===== src/rtl/concat_mac_seq_if.sv =====
// +----------------------------------------------------------------------------+
// | concat_mac_seq_if : operand/result handshake bundle for concat_mac_seq     |
// | Rev 1.0                                                                    |
// +----------------------------------------------------------------------------+
`default_nettype none

interface concat_mac_seq_if #(
  parameter int DATA_WIDTH = 16
);
  logic                         start;
  logic signed [DATA_WIDTH-1:0] bias;
  logic                         in_valid;
  logic                         in_ready;
  logic signed [DATA_WIDTH-1:0] in_data;
  logic signed [DATA_WIDTH-1:0] in_weight;
  logic                         phase_h;
  logic                         out_valid;
  logic                         out_ready;
  logic signed [DATA_WIDTH-1:0] out_data;
  logic                         busy;

  modport master (
    output start, bias, in_valid, in_data, in_weight, out_ready,
    input  in_ready, phase_h, out_valid, out_data, busy
  );

  modport slave (
    input  start, bias, in_valid, in_data, in_weight, out_ready,
    output in_ready, phase_h, out_valid, out_data, busy
  );
endinterface

`default_nettype wire


===== src/rtl/concat_mac_seq.sv =====
// +----------------------------------------------------------------------------+
// | concat_mac_seq : sequential fixed-point MAC over concatenated [x ; h]      |
// | Optional macro SATURATE_EN clamps the result instead of wrapping. Rev 1.0  |
// +----------------------------------------------------------------------------+
`default_nettype none

module concat_mac_seq #(
  parameter int DATA_WIDTH  = 16,
  parameter int FRACT_WIDTH = 8,
  parameter int NUM_X       = 4,
  parameter int NUM_H       = 4,
  parameter int ACC_WIDTH   = 40
) (
  input  logic                  clk,
  input  logic                  rst,
  concat_mac_seq_if.slave       bus
);

  localparam int c_total = NUM_X + NUM_H;
  localparam int c_cnt_w = $clog2(c_total + 1);
  localparam logic [c_cnt_w-1:0] c_last  = c_cnt_w'(c_total - 1);
  localparam logic [c_cnt_w-1:0] c_num_x = c_cnt_w'(NUM_X);

  typedef enum logic [1:0] {
    ST_IDLE = 2'd0,
    ST_ACC  = 2'd1,
    ST_OUT  = 2'd2
  } state_t;

  state_t                        state_q, state_d;
  logic signed [ACC_WIDTH-1:0]   acc_q, acc_d;
  logic        [c_cnt_w-1:0]     cnt_q, cnt_d;
  logic signed [DATA_WIDTH-1:0]  out_data_q, out_data_d;
  logic                          out_valid_q, out_valid_d;
  logic                          in_ready_q, in_ready_d;
  logic                          phase_h_q, phase_h_d;
  logic                          busy_q, busy_d;

  logic signed [2*DATA_WIDTH-1:0] prod_w;
  logic signed [2*DATA_WIDTH-1:0] prod_shift_w;
  logic signed [ACC_WIDTH-1:0]    prod_ext_w;
  logic signed [ACC_WIDTH-1:0]    acc_sum_w;
  logic signed [DATA_WIDTH-1:0]   result_w;
  logic                           beat_w;

  assign prod_w       = bus.in_data * bus.in_weight;
  assign prod_shift_w = prod_w >>> FRACT_WIDTH;
  assign prod_ext_w   = ACC_WIDTH'(prod_shift_w);
  assign acc_sum_w    = acc_q + prod_ext_w;
  assign beat_w       = bus.in_valid && in_ready_q;

`ifdef SATURATE_EN
  localparam logic signed [ACC_WIDTH-1:0] c_sat_max =
    {{(ACC_WIDTH-DATA_WIDTH+1){1'b0}}, {(DATA_WIDTH-1){1'b1}}};
  localparam logic signed [ACC_WIDTH-1:0] c_sat_min =
    {{(ACC_WIDTH-DATA_WIDTH+1){1'b1}}, {(DATA_WIDTH-1){1'b0}}};

  always_comb begin
    result_w = acc_sum_w[DATA_WIDTH-1:0];
    if (acc_sum_w > c_sat_max) begin
      result_w = c_sat_max[DATA_WIDTH-1:0];
    end else if (acc_sum_w < c_sat_min) begin
      result_w = c_sat_min[DATA_WIDTH-1:0];
    end
  end
`else
  assign result_w = acc_sum_w[DATA_WIDTH-1:0];
`endif

  always_comb begin
    state_d    = state_q;
    acc_d      = acc_q;
    cnt_d      = cnt_q;
    out_data_d = out_data_q;

    case (state_q)
      ST_IDLE: begin
        if (bus.start) begin
          acc_d   = ACC_WIDTH'(bus.bias);
          cnt_d   = '0;
          state_d = ST_ACC;
        end
      end
      ST_ACC: begin
        if (beat_w) begin
          acc_d = acc_sum_w;
          cnt_d = cnt_q + c_cnt_w'(1);
          // Result is captured on the final beat so out_valid rises next cycle.
          if (cnt_q == c_last) begin
            state_d    = ST_OUT;
            out_data_d = result_w;
          end
        end
      end
      ST_OUT: begin
        if (out_valid_q && bus.out_ready) begin
          state_d = ST_IDLE;
        end
      end
      default: state_d = ST_IDLE;
    endcase

    // Status outputs are registered by decoding the next state.
    in_ready_d  = (state_d == ST_ACC);
    phase_h_d   = (state_d == ST_ACC) && (cnt_d >= c_num_x);
    out_valid_d = (state_d == ST_OUT);
    busy_d      = (state_d != ST_IDLE);
  end

  always_ff @(posedge clk) begin
    if (rst) begin
      state_q     <= ST_IDLE;
      acc_q       <= '0;
      cnt_q       <= '0;
      out_data_q  <= '0;
      out_valid_q <= 1'b0;
      in_ready_q  <= 1'b0;
      phase_h_q   <= 1'b0;
      busy_q      <= 1'b0;
    end else begin
      state_q     <= state_d;
      acc_q       <= acc_d;
      cnt_q       <= cnt_d;
      out_data_q  <= out_data_d;
      out_valid_q <= out_valid_d;
      in_ready_q  <= in_ready_d;
      phase_h_q   <= phase_h_d;
      busy_q      <= busy_d;
    end
  end

  assign bus.in_ready  = in_ready_q;
  assign bus.phase_h   = phase_h_q;
  assign bus.out_valid = out_valid_q;
  assign bus.out_data  = out_data_q;
  assign bus.busy      = busy_q;

endmodule

`default_nettype wire


===== src/flat_wrapper.sv =====
// flat-port wrapper written by rule: the top's interface ports become plain ports
module concat_mac_seq_flat 
#(
  parameter int DATA_WIDTH  = 16,
  parameter int FRACT_WIDTH = 8,
  parameter int NUM_X       = 4,
  parameter int NUM_H       = 4,
  parameter int ACC_WIDTH   = 40
)
  (clk, rst, bus_start, bus_bias, bus_in_valid, bus_in_data, bus_in_weight, bus_out_ready, bus_in_ready, bus_phase_h, bus_out_valid, bus_out_data, bus_busy);
  concat_mac_seq_if #(.DATA_WIDTH(DATA_WIDTH)) bus_i ();
  input  logic clk;
  input  logic rst;
  input wire logic [$bits(bus_i.start)-1:0] bus_start;
  input wire logic [$bits(bus_i.bias)-1:0] bus_bias;
  input wire logic [$bits(bus_i.in_valid)-1:0] bus_in_valid;
  input wire logic [$bits(bus_i.in_data)-1:0] bus_in_data;
  input wire logic [$bits(bus_i.in_weight)-1:0] bus_in_weight;
  input wire logic [$bits(bus_i.out_ready)-1:0] bus_out_ready;
  output wire logic [$bits(bus_i.in_ready)-1:0] bus_in_ready;
  output wire logic [$bits(bus_i.phase_h)-1:0] bus_phase_h;
  output wire logic [$bits(bus_i.out_valid)-1:0] bus_out_valid;
  output wire logic [$bits(bus_i.out_data)-1:0] bus_out_data;
  output wire logic [$bits(bus_i.busy)-1:0] bus_busy;
  assign bus_i.start = bus_start;
  assign bus_i.bias = bus_bias;
  assign bus_i.in_valid = bus_in_valid;
  assign bus_i.in_data = bus_in_data;
  assign bus_i.in_weight = bus_in_weight;
  assign bus_i.out_ready = bus_out_ready;
  assign bus_in_ready = bus_i.in_ready;
  assign bus_phase_h = bus_i.phase_h;
  assign bus_out_valid = bus_i.out_valid;
  assign bus_out_data = bus_i.out_data;
  assign bus_busy = bus_i.busy;
  concat_mac_seq #(.DATA_WIDTH(DATA_WIDTH), .FRACT_WIDTH(FRACT_WIDTH), .NUM_X(NUM_X), .NUM_H(NUM_H), .ACC_WIDTH(ACC_WIDTH)) u_core (.clk(clk), .rst(rst), .bus(bus_i));
endmodule

===== config.mk =====
export PLATFORM = sky130hd
export DESIGN_NAME = concat_mac_seq_flat
export DESIGN_NICKNAME = d
export VERILOG_FILES = /design/src/rtl/concat_mac_seq_if.sv /design/src/rtl/concat_mac_seq.sv /design/src/flat_wrapper.sv
export SDC_FILE = /design/constraint.sdc
export NUM_CORES = 1
export LEC_CHECK = 0
export CAP_MARGIN = 40
export CORE_AREA = 8 8 148 150
export DETAILED_ROUTE_END_ITERATION = 7
export DIE_AREA = 0 0 156 158
export GPL_ROUTABILITY_DRIVEN = 0
export PLACE_DENSITY = 0.71
export SYNTH_ARGS = -nofsm -noshare
export SYNTH_HDL_FRONTEND = slang
export SYNTH_SLANG_ARGS = --single-unit

===== constraint.sdc =====
create_clock -name clk -period 10.3 [get_ports clk]
set_input_delay 1.03 -clock clk [delete_from_list [all_inputs] [get_ports clk]]
set_output_delay 1.03 -clock clk [all_outputs]
set_load 0.02 [all_outputs]

[After elaboration in Yosys (flattened, before gate mapping)]
Index checks and enable logic that the tools add are counted.
Word-level totals
  register bits: 66
  bits of input ports: 53
  output and inout port bits: 20
  word-level logic and storage cells: 38
Cells by class
  add/subtract/negate cells: 2
  $mul: 1
  magnitude comparators: 1
  eq/ne operators: 7
  mux-type cells: 11
  reduce and logical (&&, ||, !) cells: 8
Operator list (number)
  $mux 40: 2
  $pmux 40 s2: 1
  $add 40x24->40: 1
  $mul 16x16->32: 1
  $mux 2: 4
  $mux 4: 2
  $pmux 4 s2: 1
  $pmux 2 s3: 1
  $reduce_and 3->1: 2
  $add 4x1->4 const B: 1
  $eq 2x1->1 const B: 2
  $eq 2x2->1 const B: 2
  $eq 4x3->1 const B: 1
  $ge 4x3->1 const B: 1
  $reduce_bool 2->1: 2
  $logic_and 1x1->1: 3
  $logic_not 2->1: 1
  $ne 2x1->1 const B: 1
  $ne 2x2->1 const B: 1

[Depth between registers and ports, before layout]
Gate-level depths: netlist (run 1).
  depth after elaboration: 6
  depth in mapped cells: 34

[Worst setup path before layout (run 1)]
Ideal clock, no wire load.
  kind: input-to-reg
  start point: in bus_in_weight[8]
  end point: reg u_core.acc_q[15]
  setup time: 0.079 ns
  arrival: 7.885 ns
  required time: 10.221 ns
  path slack: 2.336 ns
  cell stages on the path: 29
  path buffers: 2
  cells stage by stage: clkbuf_1 -> clkbuf_1 -> nand2_1 -> fa_1 -> inv_1 -> fa_1 -> inv_1 -> fa_1 -> inv_1 -> fa_1 -> fa_1 -> inv_1 -> fa_1 -> inv_1 -> ha_1 -> and4_1 -> or3_1 -> a21oi_1 -> xnor2_1 -> ha_1 -> or3_1 -> o21ai_4 -> nor3_1 -> a2111o_1 -> a21o_1 -> a21oi_2 -> xnor2_1 -> nand2_1 -> a211oi_2
Between the ends
  longest elaborated chain between the ends: 4
Ends and longest elaborated chain
  start: declaration: RTL line flat_wrapper.sv:18  | input wire logic [$bits(bus_i.in_weight)-1:0] bus_in_weight;
  $mul 16x16->32: RTL line concat_mac_seq.sv:46  | assign prod_w = bus.in_data * bus.in_weight;
  $add 40x24->40: RTL line concat_mac_seq.sv:49  | assign acc_sum_w = acc_q + prod_ext_w;
  $mux 40: RTL line concat_mac_seq.sv:85  | if (beat_w) begin
  $pmux 40 s2: RTL line concat_mac_seq.sv:76  | case (state_q)
  end signal: assignment: RTL line concat_mac_seq.sv:113  | acc_q <= '0;
  end signal: assignment: RTL line concat_mac_seq.sv:122  | acc_q <= acc_d;
  end: declaration: RTL line concat_mac_seq.sv:31  | logic signed [ACC_WIDTH-1:0] acc_q, acc_d;
Every way passes these cells. The select of a mux whose other input is x is not followed.
A chain may end at the register's enable or synchronous reset.

[Worst setup path after layout (run 1)]
  start point: in bus_in_weight[3]
  end point: reg u_core.acc_q[15]
The elaborated chain is that of the path after synthesis.

==> results of run 1 <==
-- cell families (layout without fill, tap and decap cells) --
kind of cell / Yosys count / count (layout)
flops: 42 / 42
simple gates: 366 / 366
buf+inv: 294 / 329
compound gates: 107 / 107
fa+ha+maj: 274 / 274
xor+xnor: 50 / 50
-- cell usage in the layout (no fill, tap or decap), types with 3 or more instances in the layout --
cell and count:
dfxtp_1 42, xnor2_1 41, nand4_1 5, nor2b_1 5, xor2_1 9, nor2_1 56, a311oi_1 9, fa_1 187
clkbuf_16 5, o21ai_1 12, nand3_1 4, clkdlybuf4s50_1 72, o21ai_0 5, a21o_1 5, a31oi_1 3, inv_1 247
and2_1 102, a21oi_1 43, or3_1 3, ha_1 87, nand2_1 167, o21a_1 6, nand2b_1 9, a211oi_1 6
nor3_1 7
-- flip-flops by register name, indices dropped and copies added (netlist names) --
signal                flops
u_core.acc_q             16
u_core.bus.out_data      16
u_core.cnt_q              4
u_core.state_q            2
u_core.bus.busy           1
u_core.bus.in_ready       1
u_core.bus.out_valid      1
u_core.bus.phase_h        1
-- layer usage --
| layer | up-vias | global-route usage | share of wire |
|---|---|---|---|
| met5 | - | 0 | 0 |
| met4 | 0 | 0.0407 | 0.013 |
| met3 | 25 | 0.0371 | 0.074 |
| met2 | 213 | 0.332 | 0.49 |
| met1 | 3643 | 0.270 | 0.43 |
| li1 | 3462 | - | - |
-- worst reg2reg max path, delay by kind of cell (launching register included) --
kind	cells	cell delay [ps]
AOI/OAI and AO/OA	7	1310
adders and majority gates	2	630
DFF	1	310
xor gates and xnor gates	1	210
and+or+nand+nor	2	110
-- worst paths after layout --
kind,start,endpoint,slack [ps]
worst max-delay path,bus_in_weight[3],u_core.acc_q[15],1540
worst min-delay path,u_core.bus.out_data[1],u_core.bus.out_data[1],460
worst max register to register,u_core.acc_q[0],u_core.bus.out_data[14],7600
worst min register to register,u_core.bus.out_data[1],u_core.bus.out_data[1],460
-- stage by stage --
| stage | setup WS, ps | hold WS, ps | cells |
|---|---|---|---|
| global placement | 1350 | 443 | 1430 |
| CTS | 1540 | 461 | 1438 |
| floorplan | 2340 | 436 | 1133 |
| finish | 1540 | 458 | 1438 |
| detailed placement | 1280 | 452 | 1430 |
| global route | 1180 | 479 | 1438 |
-- area by class of cell --
type	count	area share
Clock buffer	7	0.0133
Timing Repair Buffer	74	0.0688
Multi-Input combinational cell	797	0.720
Clock inverter	1	0.000819
Tap cell	270	0.0316
Sequential cell	42	0.0786
Inverter	247	0.0867
==> flow_metrics.py, run 1 <==
metrics = {
    "synth": {
        "ys_warn_count": 0,
        "async_flop_share": 0,
        "syn_area_per_cell_um2": 8.52,
        "yosysMostFrequentCell": "inv_1",
        "syn_area_um2": 9660,
        "yosys.area_share.simple": 0.180,
        "muxShareOfSynthArea": 0,
        "synth_edf_count": 0,
        "synth_compound_area_frac": 0.0722,
        "yosys.area.top_type_share": 0.388,
        "yosys_register_bits": 42,
        "synth-xor-area-share": 0.0453,
        "synthAdderAreaFrac": 0.500,
        "synth_seq_area_share": 0.0871,
        "yosys.area.top_type": "fa_1",
        "syn_inst": 1133,
        "synth_cell_types": 50,
        "synth_commonest_cells": "inv_1, fa_1, nand2_1, and2_1, ha_1",
        "synth-main-ff-cell": "dfxtp_1",
        "synth_top_family_by_area": "adder cells",
        "synth_nets": 1460,
        "synth_area_leaders": "fa_1, ha_1, inv_1",
    },
    "clock_network": {
        "clock_path_buffers": 2,
        "cts_resized": 0,
        "cts.sinks": 42,
        "post-cts-setup-buffers": 0,
        "root_buffer": "clkbuf_16",
        "h-tree-depth": 2,
        "clk_pin_slew_worst_paths_ps": 60,
        "worstSkewPairLatency_ps": 280,
        "cts_tree": "done",
        "cts_hold_buf": 0,
        "cts-buffers-inserted": 5,
    },
    "setup_path": {
        "crit_family": "adder cells",
        "critPathKind": "input pin to flop",
        "arrival_ps": 8970,
        "path_depth": 32,
        "cp_max_fo": 16,
        "cp-end-kind": "flop",
        "r2r_cells": 12,
        "cpMostUsedCell": "inv_1",
        "critPathLaunchType": "input pin",
        "cpPeakStageDelay_ps": 950,
        "required_ps": 10510,
        "crit_buf_inv": 6,
        "crit_path_top_delay_cell": "clkdlybuf4s50_1",
    },
    "floorplanning": {
        "start_util": 0.490,
        "die_y_um": 158,
        "core_um2": 19700,
        "die_w_um": 156,
        "rows": 52,
        "die_area_um2": 24600,
        "io_pins": 73,
    },
    "timing": {
        "finalSetupViolCount": 0,
        "rsz0062_at_grt": "false",
        "max_slew.worst_pin.slew_ps": 896,
        "min_period_over_period": 0.851,
        "maxSlewViolCount": 0,
        "slew_headroom": 0.403,
        "period_minus_slack_ps": 8760,
        "max_freq_ghz": 0.114,
        "setup_tns_ps": 0,
        "skew_ps": 3.36,
        "finalHoldViolations": 0,
    },
    "global_routing": {
        "grt_overflow": 0,
        "grt_pass1_wl_mm": 39.8,
        "antenna_found_initial": 0,
        "grt_max_degree": 42,
        "grt_pass1_vias": 7954,
        "track_usage": 0.201,
    },
    "drt": {
        "drt_first_pass_iters": 5,
        "vias_per_cell": 5.11,
        "first_iter_violations": 314,
        "via_count": 7343,
        "drc_errors": 0,
        "ant_nets": 0,
        "routed_wl_mm": 22.6,
        "wl_per_cell_um": 15.7,
    },
    "cells_and_area": {
        "multi_input_area_um2": 7700,
        "final_nets": 1494,
        "final_util": 0.542,
        "drive_gt1_frac": 0.0146,
        "area_delta_synth_final_pct": 10.7,
        "postLayoutCellArea_um2": 10700,
        "antenna_cells": 0,
        "fillers": 1808,
        "regArea_um2": 841,
    },
    "place": {
        "placed_area_um2": 10500,
        "dp_hpwl_mm": 18.7,
        "portBuffers": 72,
    },
    "run": {
        "max_cap_viol_count": 0,
    },
    "worst_hold_path": {
        "min_path_type": "flop to flop",
        "whs_path_depth": 2,
    },
    "outcome": {
        "outcome": "complete, no violations",
    },
}
Power of run 1 is left out: the tool's default activity adds up to more than one toggle a clock period on the data nets, which glitch-free logic cannot reach.
==> run 2: changes to the inputs <==
- PLACE_DENSITY: 0.71 -> 0.7
- clock period: 10.3 -> 9.52 ns (I/O delays scaled with it)
==> run 2 against run 1 <==
Compared with the run above: register-to-register slack got worse by 770 ps; critical endpoint unchanged; worst setup slack got worse by 770 ps; non-clock buffer count rose by 4; first-iteration DRC count rose by 27%; final cell count rose by 0.28%.
==> flow_metrics.py, run 2 (synthesis gave the netlist of run 1 again) <==
metrics = {
    "setup_path": {
        "arrival_ps": 8960,
        "critPathLaunchType": "input pin",
        "required_ps": 9730,
        "cp_max_fo": 16,
        "critPathKind": "input pin to flop",
        "r2r_cells": 12,
        "cpPeakStageDelay_ps": 940,
        "cpMostUsedCell": "fa_1",
        "crit_path_top_delay_cell": "clkdlybuf4s50_1",
        "cp-end-kind": "flop",
    },
    "worst_hold_path": {
        "min_path_type": "flop to flop",
        "whs_path_depth": 2,
    },
    "drt": {
        "wl_per_cell_um": 15.6,
        "vias_per_cell": 5.01,
        "first_iter_violations": 398,
        "routed_wl_mm": 22.4,
        "ant_nets": 0,
        "drc_errors": 0,
        "via_count": 7230,
        "drt_first_pass_iters": 5,
    },
    "floorplanning": {
        "io_pins": 73,
        "start_util": 0.490,
        "die_y_um": 158,
        "die_w_um": 156,
        "die_area_um2": 24600,
        "core_um2": 19700,
        "rows": 52,
    },
    "global_routing": {
        "grt_pass1_wl_mm": 39.0,
        "antenna_found_initial": 1,
        "track_usage": 0.197,
        "grt_pass1_vias": 7605,
        "grt_overflow": 0,
        "grt_max_degree": 42,
    },
    "timing": {
        "hold_slack_ps": 460,
        "finalSetupViolCount": 0,
        "max_freq_ghz": 0.114,
        "period_minus_slack_ps": 8750,
        "min_period_over_period": 0.919,
        "max_slew.worst_pin.slew_ps": 840,
        "finalHoldViolations": 0,
        "slew_headroom": 0.438,
        "setup_tns_ps": 0,
        "rsz0062_at_grt": "false",
        "maxSlewViolCount": 0,
        "skew_ps": 4.04,
    },
    "outcome": {
        "outcome": "complete, no violations",
    },
    "clock_network": {
        "clock_path_buffers": 2,
        "cts-buffers-inserted": 5,
        "post-cts-setup-buffers": 0,
        "cts_resized": 0,
        "cts_tree": "done",
        "root_buffer": "clkbuf_16",
        "cts_hold_buf": 0,
        "cts.sinks": 42,
        "h-tree-depth": 2,
        "clk_pin_slew_worst_paths_ps": 60,
        "worstSkewPairLatency_ps": 280,
    },
    "place": {
        "dp_hpwl_mm": 19.1,
        "portBuffers": 72,
        "dp.cells": 1434,
    },
    "cells_and_area": {
        "area_delta_synth_final_pct": 10.9,
        "final_nets": 1498,
        "layout_commonest_cell": "inv_1",
        "stdcell_count": 1442,
        "layout_common_cells": "inv_1, fa_1, nand2_1",
        "drive_gt1_frac": 0.0179,
    },
    "run": {
        "max_cap_viol_count": 0,
    },
}
-- run 2: cell count changes in the layout (fill, tap and decap cells not counted) --
cell / before / now
diode_2: 0 / 1
clkinv_2: 0 / 2
clkbuf_1: 1 / 0
inv_6: 1 / 0
buf_4: 2 / 6
clkbuf_8: 1 / 0
-- run 2: metal layers --
metal / part of all wire / GRT usage / up-vias
li1: - / - / 3470
met1: 0.45 / 0.274 / 3554
met2: 0.48 / 0.323 / 191
met3: 0.064 / 0.0344 / 15
met4: 0.0069 / 0.0254 / 0
met5: 0 / 0 / -
-- run 2: cell type report --
cell class / instances / area, um2
inverter: 247 / 927
clock inverter: 2 / 10.0
multi-input combinational: 797 / 7700
timing repair buffer: 78 / 766
antenna: 1 / 2.50
clock buffer: 5 / 125
sequential: 42 / 841
tap: 270 / 338
fill: 1828 / 9000
-- run 2: path summary, 6_finish.rpt --
path	startpoint	end	slack (ps)
hold / removal	u_core.bus.out_data[3]	u_core.bus.out_data[3]	460
setup reg to reg	u_core.acc_q[0]	u_core.bus.out_data[14]	6830
setup / recovery	bus_in_weight[3]	u_core.acc_q[15]	770
hold reg to reg	u_core.bus.out_data[3]	u_core.bus.out_data[3]	460
-- run 2: through the flow --
step           utilization  worst slack (ps)  instance area, um2
6_report             0.543               767               10700
5_1_grt              0.543               405               10700
4_1_cts              0.543               809               10700
3_5_place_dp         0.536               533               10600
3_3_place_gp         0.536               652               10600
2_1_floorplan            -              1630                9660
-- run 2: critical path: cells and delay by family --
kind                     cells  cell delay [ps]
XOR/XNOR                     2              300
AO/OA/AOI/OAI                8             1790
AND/OR/NAND/NOR              7             1370
buffers and inverters        4             1100
adder cells (fa/ha/maj)      8             3450
Power of run 2 is left out for the same reason.
